`src/rtl/modulo_contador_garrafas_pkg.sv`:
```
// Shared definitions for the bottle counter and its sensor front end.
// Holds the FSM state encoding, the BCD digit limit, the default batch size
// and a helper that extracts one decimal digit from an integer constant.
package modulo_contador_garrafas_pkg;

    typedef enum logic [1:0] {
        Parado   = 2'd0,
        Contando = 2'd1,
        Cheio    = 2'd2
    } estado_t;

    localparam int unsigned BCD_MAX     = 9;
    localparam int unsigned LOTE_PADRAO = 12;

    // Decimal digit of 'valor' at weight 'casa' (1 for units, 10 for tens).
    function automatic logic [3:0] digito(input int unsigned valor, input int unsigned casa);
        return 4'((valor / casa) % 10);
    endfunction

endpackage

```
`src/rtl/modulo_sincroniza_borda.sv`:
```
// Synchroniser plus rising-edge detector for a slow asynchronous sensor.
// Ports:
//   clk    - system clock
//   rst_n  - synchronous active-low reset, clears every flop
//   sensor - raw asynchronous input
//   borda  - high for one cycle after the synchronised input rises
module modulo_sincroniza_borda #(
    parameter int unsigned SYNC_STAGES = 2
) (
    input  logic clk,
    input  logic rst_n,
    input  logic sensor,
    output logic borda
);

    if (SYNC_STAGES < 2) begin : g_check_stages
        $error("SYNC_STAGES must be at least 2");
    end

    logic [SYNC_STAGES-1:0] sync_q;
    logic                   hist_q;

    always_ff @(posedge clk) begin
        if (!rst_n) begin
            sync_q <= '0;
            hist_q <= 1'b0;
        end else begin
            sync_q <= {sync_q[SYNC_STAGES-2:0], sensor};
            hist_q <= sync_q[SYNC_STAGES-1];
        end
    end

    assign borda = sync_q[SYNC_STAGES-1] & ~hist_q;

endmodule

```
`src/rtl/modulo_contador_garrafas.sv`:
```
// BCD bottle counter for the filling line.
// Counts synchronised sensor rising edges as units/tens digits while the line
// runs and freezes the count once a full batch of LOTE bottles is reached.
// Ports:
//   clk, rst_n     - clock and synchronous active-low reset
//   sensor         - raw bottle-presence sensor (asynchronous)
//   en             - line running; counting suspended when low
//   clr            - operator clear of the count
//   ack            - operator acknowledge of a completed batch
//   unidade/dezena - registered BCD digits of the count
//   pulso_garrafa  - one-cycle strobe per accepted bottle
//   lote_completo  - high while the batch is complete
module modulo_contador_garrafas
    import modulo_contador_garrafas_pkg::*;
#(
    parameter int unsigned LOTE        = LOTE_PADRAO,
    parameter int unsigned SYNC_STAGES = 2
) (
    input  logic       clk,
    input  logic       rst_n,
    input  logic       sensor,
    input  logic       en,
    input  logic       clr,
    input  logic       ack,
    output logic [3:0] unidade,
    output logic [3:0] dezena,
    output logic       pulso_garrafa,
    output logic       lote_completo
);

    if (LOTE < 1 || LOTE > 99) begin : g_check_lote
        $error("LOTE must be in the range 1..99");
    end

    localparam logic [3:0] LOTE_UNI = digito(LOTE, 1);
    localparam logic [3:0] LOTE_DEZ = digito(LOTE, 10);

    estado_t    estado_q, estado_d;
    logic [3:0] unidade_q, unidade_d;
    logic [3:0] dezena_q, dezena_d;
    logic       pulso_q, pulso_d;
    logic [3:0] uni_inc, dez_inc;
    logic       borda;

    modulo_sincroniza_borda #(
        .SYNC_STAGES (SYNC_STAGES)
    ) u_sincroniza_borda (
        .clk    (clk),
        .rst_n  (rst_n),
        .sensor (sensor),
        .borda  (borda)
    );

    // BCD decade increment; 99 is never incremented since LOTE <= 99.
    always_comb begin
        uni_inc = unidade_q + 4'd1;
        dez_inc = dezena_q;
        if (unidade_q == 4'(BCD_MAX)) begin
            uni_inc = 4'd0;
            dez_inc = dezena_q + 4'd1;
        end
    end

    always_comb begin
        estado_d  = estado_q;
        unidade_d = unidade_q;
        dezena_d  = dezena_q;
        pulso_d   = 1'b0;

        if (clr) begin
            // Clear wins over any coincident edge or acknowledge.
            unidade_d = 4'd0;
            dezena_d  = 4'd0;
            estado_d  = en ? Contando : Parado;
        end else begin
            unique case (estado_q)
                Parado: begin
                    if (en) estado_d = Contando;
                end
                Contando: begin
                    if (!en) begin
                        estado_d = Parado;
                    end else if (borda) begin
                        unidade_d = uni_inc;
                        dezena_d  = dez_inc;
                        pulso_d   = 1'b1;
                        if (uni_inc == LOTE_UNI && dez_inc == LOTE_DEZ) estado_d = Cheio;
                    end
                end
                Cheio: begin
                    if (ack) begin
                        unidade_d = 4'd0;
                        dezena_d  = 4'd0;
                        estado_d  = en ? Contando : Parado;
                    end
                end
                default: estado_d = Parado;
            endcase
        end
    end

    always_ff @(posedge clk) begin
        if (!rst_n) begin
            estado_q  <= Parado;
            unidade_q <= 4'd0;
            dezena_q  <= 4'd0;
            pulso_q   <= 1'b0;
        end else begin
            estado_q  <= estado_d;
            unidade_q <= unidade_d;
            dezena_q  <= dezena_d;
            pulso_q   <= pulso_d;
        end
    end

    assign unidade       = unidade_q;
    assign dezena        = dezena_q;
    assign pulso_garrafa = pulso_q;
    assign lote_completo = (estado_q == Cheio);

endmodule

```
`config.mk`:
```
export PLATFORM = sky130hd
export DESIGN_NAME = modulo_contador_garrafas
export DESIGN_NICKNAME = d
export VERILOG_FILES = /design/src/rtl/modulo_contador_garrafas_pkg.sv /design/src/rtl/modulo_sincroniza_borda.sv /design/src/rtl/modulo_contador_garrafas.sv
export SDC_FILE = /design/constraint.sdc
export NUM_CORES = 1
export LEC_CHECK = 0
export BUFFER_PORTS_ARGS = -buffer_cell sky130_fd_sc_hd__buf_2
export CORE_UTILIZATION = 40
export CTS_CLUSTER_SIZE = 8
export DETAILED_ROUTE_END_ITERATION = 8
export PLACE_DENSITY = 0.63
export SETUP_SLACK_MARGIN = 0.4
export SLEW_MARGIN = 10
export SYNTH_ARGS = -nofsm -noshare
export SYNTH_HDL_FRONTEND = slang
export SYNTH_HIERARCHICAL = 1
export SYNTH_SLANG_ARGS = --single-unit
```
`constraint.sdc`:
```
create_clock -name clk -period 1.7 [get_ports clk]
set_input_delay 0.085 -clock clk [delete_from_list [all_inputs] [get_ports clk]]
set_output_delay 0.085 -clock clk [all_outputs]
set_load 0.03 [all_outputs]
```
### Word-level counts from Yosys, hierarchy flattened

Index checks and enable logic that the tools add are counted.

* multiplexer cells: 18
* equality and inequality tests: 12
* reduce and logical (&&, ||, !) cells: 7
* bitwise logic cells: 5
* $add $sub $neg: 2

Operators by type and width (number)
* 2-to-1 mux 4 bit: 7
* case mux 4 bit (2 select lines): 2
* 2-to-1 mux 2 bit: 6
* adder 4 x 1 -> 4 bit, second input constant: 2
* inequality test 4 bit, second input constant: 2
* AND reduction 4 bit: 2
* inequality test 2 bit, second input constant: 3
* inequality test 3 bit, second input constant: 2
* case mux 2 bit (3 select lines): 1
* == test 4 x 1 -> 1 bit, second input constant: 1
* == test 4 x 2 -> 1 bit, second input constant: 1
* == test 4 bit, second input constant: 1
* inverter 1 bit: 4
* OR reduction 4 bit: 1
* == test 2 x 1 -> 1 bit, second input constant: 1
* == test 2 bit, second input constant: 1
* zero test 2 bit: 1
* 2-to-1 mux 1 bit: 2
* nonzero test 2 bit: 1
* OR reduction 2 bit: 1
* bitwise AND 1 bit: 1
* logical AND 1 bit: 1

* input bits: 6
* logic and storage cells: 50
* bits in registers: 14

### Longest topological paths before layout

* word-level depth: 9
* gate-level depth with buffers: 5

### Hierarchy

The synthesis kept the hierarchy.

Modules (own cells, without submodules)
* modulo_contador_garrafas: times used 1, area each 624.3 um2, cells an instance 70, sequential area each 220.2 um2
* modulo_sincroniza_borda: times used 1, area each 92.6 um2, cells an instance 7, sequential area each 60.1 um2

### Worst setup path after synthesis

OpenSTA, ideal clock, no wires.

* path type: reg-to-reg
* start point: register unidade_q[3], in the netlist unidade[3]
* end point: register dezena_q[3], in the netlist dezena[3]
* path slack: 0.194 ns
* cell stages (with the launch flop): 4
* path buffers: 0
* setup time: 0.074 ns
* arrival time: 1.432 ns
* cell sequence: dfxtp_1 nand4bb_4 or4_1 a31oi_1

* cells in the longest elaborated chain, start to end: 5

Ends and longest elaborated chain
* from (decl): RTL line modulo_contador_garrafas.sv:39 `logic [3:0] unidade_q, unidade_d;`
* from (signal assigned): RTL line modulo_contador_garrafas.sv:110 `unidade_q <= unidade_d;`
* == test 4 bit: RTL line modulo_contador_garrafas.sv:58 `if (unidade_q == 4'(BCD_MAX)) begin`
* 2-to-1 mux 4 bit: RTL line modulo_contador_garrafas.sv:58
* 2-to-1 mux 4 bit: RTL line modulo_contador_garrafas.sv:83 `end else if (borda) begin`
* 2-to-1 mux 4 bit: RTL line modulo_contador_garrafas.sv:81 `if (!en) begin`
* case mux 4 bit (2 select lines): RTL line modulo_contador_garrafas.sv:76 `unique case (estado_q)`
* to (signal assigned): RTL line modulo_contador_garrafas.sv:111 `dezena_q <= dezena_d;`
* to (decl): RTL line modulo_contador_garrafas.sv:40 `logic [3:0] dezena_q, dezena_d;`

Every way passes these cells. The select of a mux whose other input is x is not followed.
A chain may end at the register's enable or synchronous reset.

### Worst setup path after layout

* start point: register unidade_q[2], in the netlist unidade[2]
* end point: register dezena_q[3], in the netlist dezena[3]

The elaborated chain is that of the path after synthesis.

==> reports/qor.txt <==
Antenna Violating Nets Remaining: 0
number of top-level pins: 16
class of the most critical hold timing path: in -> reg
placed standard-cell area: 840 µm²
number of setup violations in the final report: 0
count of flip-flops with a built-in enable after synthesis: 0
clock period minus worst slack: 1350 ps
startpoint class of the critical path: flip-flop
part of the Yosys area used for sequential elements: 39.1%
WHS Endpoint: u_sincroniza_borda/sync_q[0]
predominant post-synthesis flop cell: dfxtp_1
number of vias per cell: 5.30
Post-Syn Area: 717 µm²
cell types with the largest area share after synthesis: dfxtp_1 39%, nand4bb_4 3.8%, nor2b_1 3.5%, inv_1 3.1%, o211ai_1 3.1%
reg-to-reg critical path startpoint: unidade[2]
floorplan die height: 44.3 µm
Post-Synthesis Net Count: 84
dpl cells: 115
initial core utilization: 45.0%
Design Area, Final: 932 µm²
Synth Area in XOR/XNOR: 1.22%
final instance count without filler cells: 125
simple-gate area share of the yosys netlist: 35.1%
synthesized area divided by synthesized cell count: 9.31 µm²
register bit count reported by yosys: 14
synthesized-area fraction occupied by ao, oa, aoi and oai cells: 17.1%
portion of netlist area occupied by mux cells: 1.40%
DRT iter0 DRCs: 10
adder and majority cell fraction of the synthesized area: 1.75%
buffer cell driving the clock tree root: clkbuf_4
total leakage power: 0.370 nW
multi-input combinational cell area: 425 µm²
pin count of the biggest net entering global routing: 9
Area Overhead vs Synth: 30.0%
RSZ-0062 raised after global routing: yes
die width: 44.3 µm
ratio of cells with drive above 1 in the final layout: 38.6%
result of the run: finished, final reports clean
clock tree from TritonCTS: done
FILL cells: 148
category of the worst setup path capture point: flip-flop
destination of the worst register-to-register timing path: dezena[3]
worst supply voltage drop on vdd: 0.000322 V
setup TNS: 0 ps
share of synthesized flip-flops with an asynchronous set or reset: 0%
GRT Total Usage: 18.4%
Register-to-Register Path Depth: 3
ANT cells: 0
post-synthesis cell count: 77
wire length of the first global-routing pass: 2.71 mm
final HPWL from detailed placement: 1.09 mm
clk_lat worst skew: 270 ps
Clock Skews: 1.36 ps
site row count: 14
total via count in the routed design: 662
remaining routing DRC violations: 0
sequential cell area in the final layout: 300 µm²
flop2flop setup slack: 350 ps
count of maximum capacitance violations: 0
Max FO, Critical Path: 6
GPL Wtd Cong: 0.809
buffer depth of the longest clock path: 2
clock slew at reported path FFs: 90 ps
Hold Path Stages: 2
max-slew headroom at the worst pin: 71.8%
Remaining Overflow, GRT: 0
vias in the first global route: 641
share of the synthesized area in the top cell type: 39.1%
number of buffers inserted during clock tree synthesis: 3
final number of max-transition violations: 0
share of the cycle needed by the critical path after routing: 79.3%
Max Clock Freq: 742 MHz
Port Buf Inserts: 15
biggest area consumer among synthesized cells: dfxtp_1
final hold viol count: 0
yosys synthesis warning count: 6
origin of the worst min-delay path: sensor
Die ar.: 0.00197 mm²
Critical Path AT: 1540 ps
initial antenna violation count: 0
Worst Tran Pin Value: 418 ps
worst setup path class: reg -> reg
final wirelength: 1.60 mm
required time reported for the critical path endpoint: 1900 ps
post-synthesis cell type count: 35
NumNets Final: 109
Clock Sinks: 14
maximum level of the CTS H-tree: 1
power density of the placed cells: 590 mW/mm²
hold-fix buffers at CTS: 0
combinational family with the most area after synthesis: simple AND/OR/NAND/NOR gates
DRT Pass-1 Iters: 4
Core Footprint: 0.00159 mm²
post-DR wirelength/cell: 12.8 µm
==> layer usage <==
metal / GRT usage, % / wire, µm / vias up
li1: - / - / 338
met1: 25.5 / 809 / 300
met2: 27.9 / 712 / 22
met3: 2.45 / 71 / 2
met4: 9.09 / 10 / 0
met5: 0 / 0 / -
==> through the flow <==
step	worst slack [ps]	util, %	hold WS [ps]	power, mW
final	352	58.5	12.0	0.550
after floorplan	367	-	207	0.352
after global routing	309	58.5	22.9	0.577
after detailed placement	211	52.7	295	0.366
after CTS	353	57.8	7.94	0.556
after global placement	307	52.7	292	0.365
==> power by group <==
group	leakage [nW]	total [mW]	switching (mW)	internal, mW
logic	0.236	0.0312	0.0160	0.0152
clock network	0.0154	0.189	0.105	0.0848
registers	0.119	0.329	0.00366	0.326
total	0.370	0.550	0.124	0.426
==> cell type report <==
class | instances | share of cell area [%]
clock inverters | 1 | 0.403
clock buffers | 3 | 2.42
repair buffers | 22 | 13.7
flip-flops and latches | 14 | 32.2
inverters | 6 | 2.42
well taps | 24 | 3.22
multi-input cells | 55 | 45.6
==> cell families (layout without fill, tap and decap cells) <==
| kind of cell | Yosys count | count (layout) |
|---|---|---|
| XOR/XNOR | 1 | 1 |
| AO/OA/AOI/OAI | 18 | 18 |
| multiplexers | 1 | 1 |
| adder cells (fa/ha/maj) | 1 | 1 |
| AND/OR/NAND/NOR | 34 | 34 |
| flip-flops | 14 | 14 |
| buffers and inverters | 8 | 32 |
==> critical path, cell delays in order, from the launching register on <==
cell and delay (ps):
dfxtp_4 350, nand4bb_4 250, or4_1 480, a31oi_1 190
==> state kept, by name, indices dropped and copies added, names as in the netlist <==
register	cells
u_sincroniza_borda/sync_q	2
u_sincroniza_borda/hist_q	1
dezena	4
unidade	4
pulso_garrafa	1
estado_q	2
==> worst max-delay path by stage <==
| stage | from | end | slack, ps | depth (start not counted) |
|---|---|---|---|---|
| after floorplan | unidade[1] | dezena[2] | 370 | 3 |
| after global placement | u_sincroniza_borda/sync_q[1] | dezena[2] | 310 | 4 |
| after detailed placement | u_sincroniza_borda/sync_q[1] | dezena[3] | 210 | 4 |
| after CTS | unidade[2] | dezena[3] | 350 | 3 |
| after global routing | unidade[2] | dezena[3] | 310 | 3 |
| final | unidade[2] | dezena[3] | 350 | 3 |
==> cells in the mapped netlist (all sizes together) (2+ instances only) <==
cell type / number
a21oi: 3
a31oi: 3
and2: 3
dfxtp: 14
inv: 6
nand2: 3
nand2b: 2
nand3: 4
nor2: 2
nor2b: 5
nor3b: 2
nor4b: 2
o211ai: 3
o21ai: 3
or4: 3
==> repair_timing <==
item	CTS	global route
gates cloned	0	0
buffers inserted	6	0
pin swaps	3	5
resized for setup	2	4
setup endpoints to repair	4	8
==> cell usage in the layout (no fill, tap or decap), drive strengths merged, types with 2 or more instances in the layout <==
cell	n
a21oi	3
a31oi	3
and2	3
buf	22
clkbuf	3
dfxtp	14
inv	6
nand2	3
nand2b	2
nand3	4
nor2	2
nor2b	5
nor3b	2
nor4b	2
o211ai	3
o21ai	3
or4	3
(Power assumes the default switching activity.)
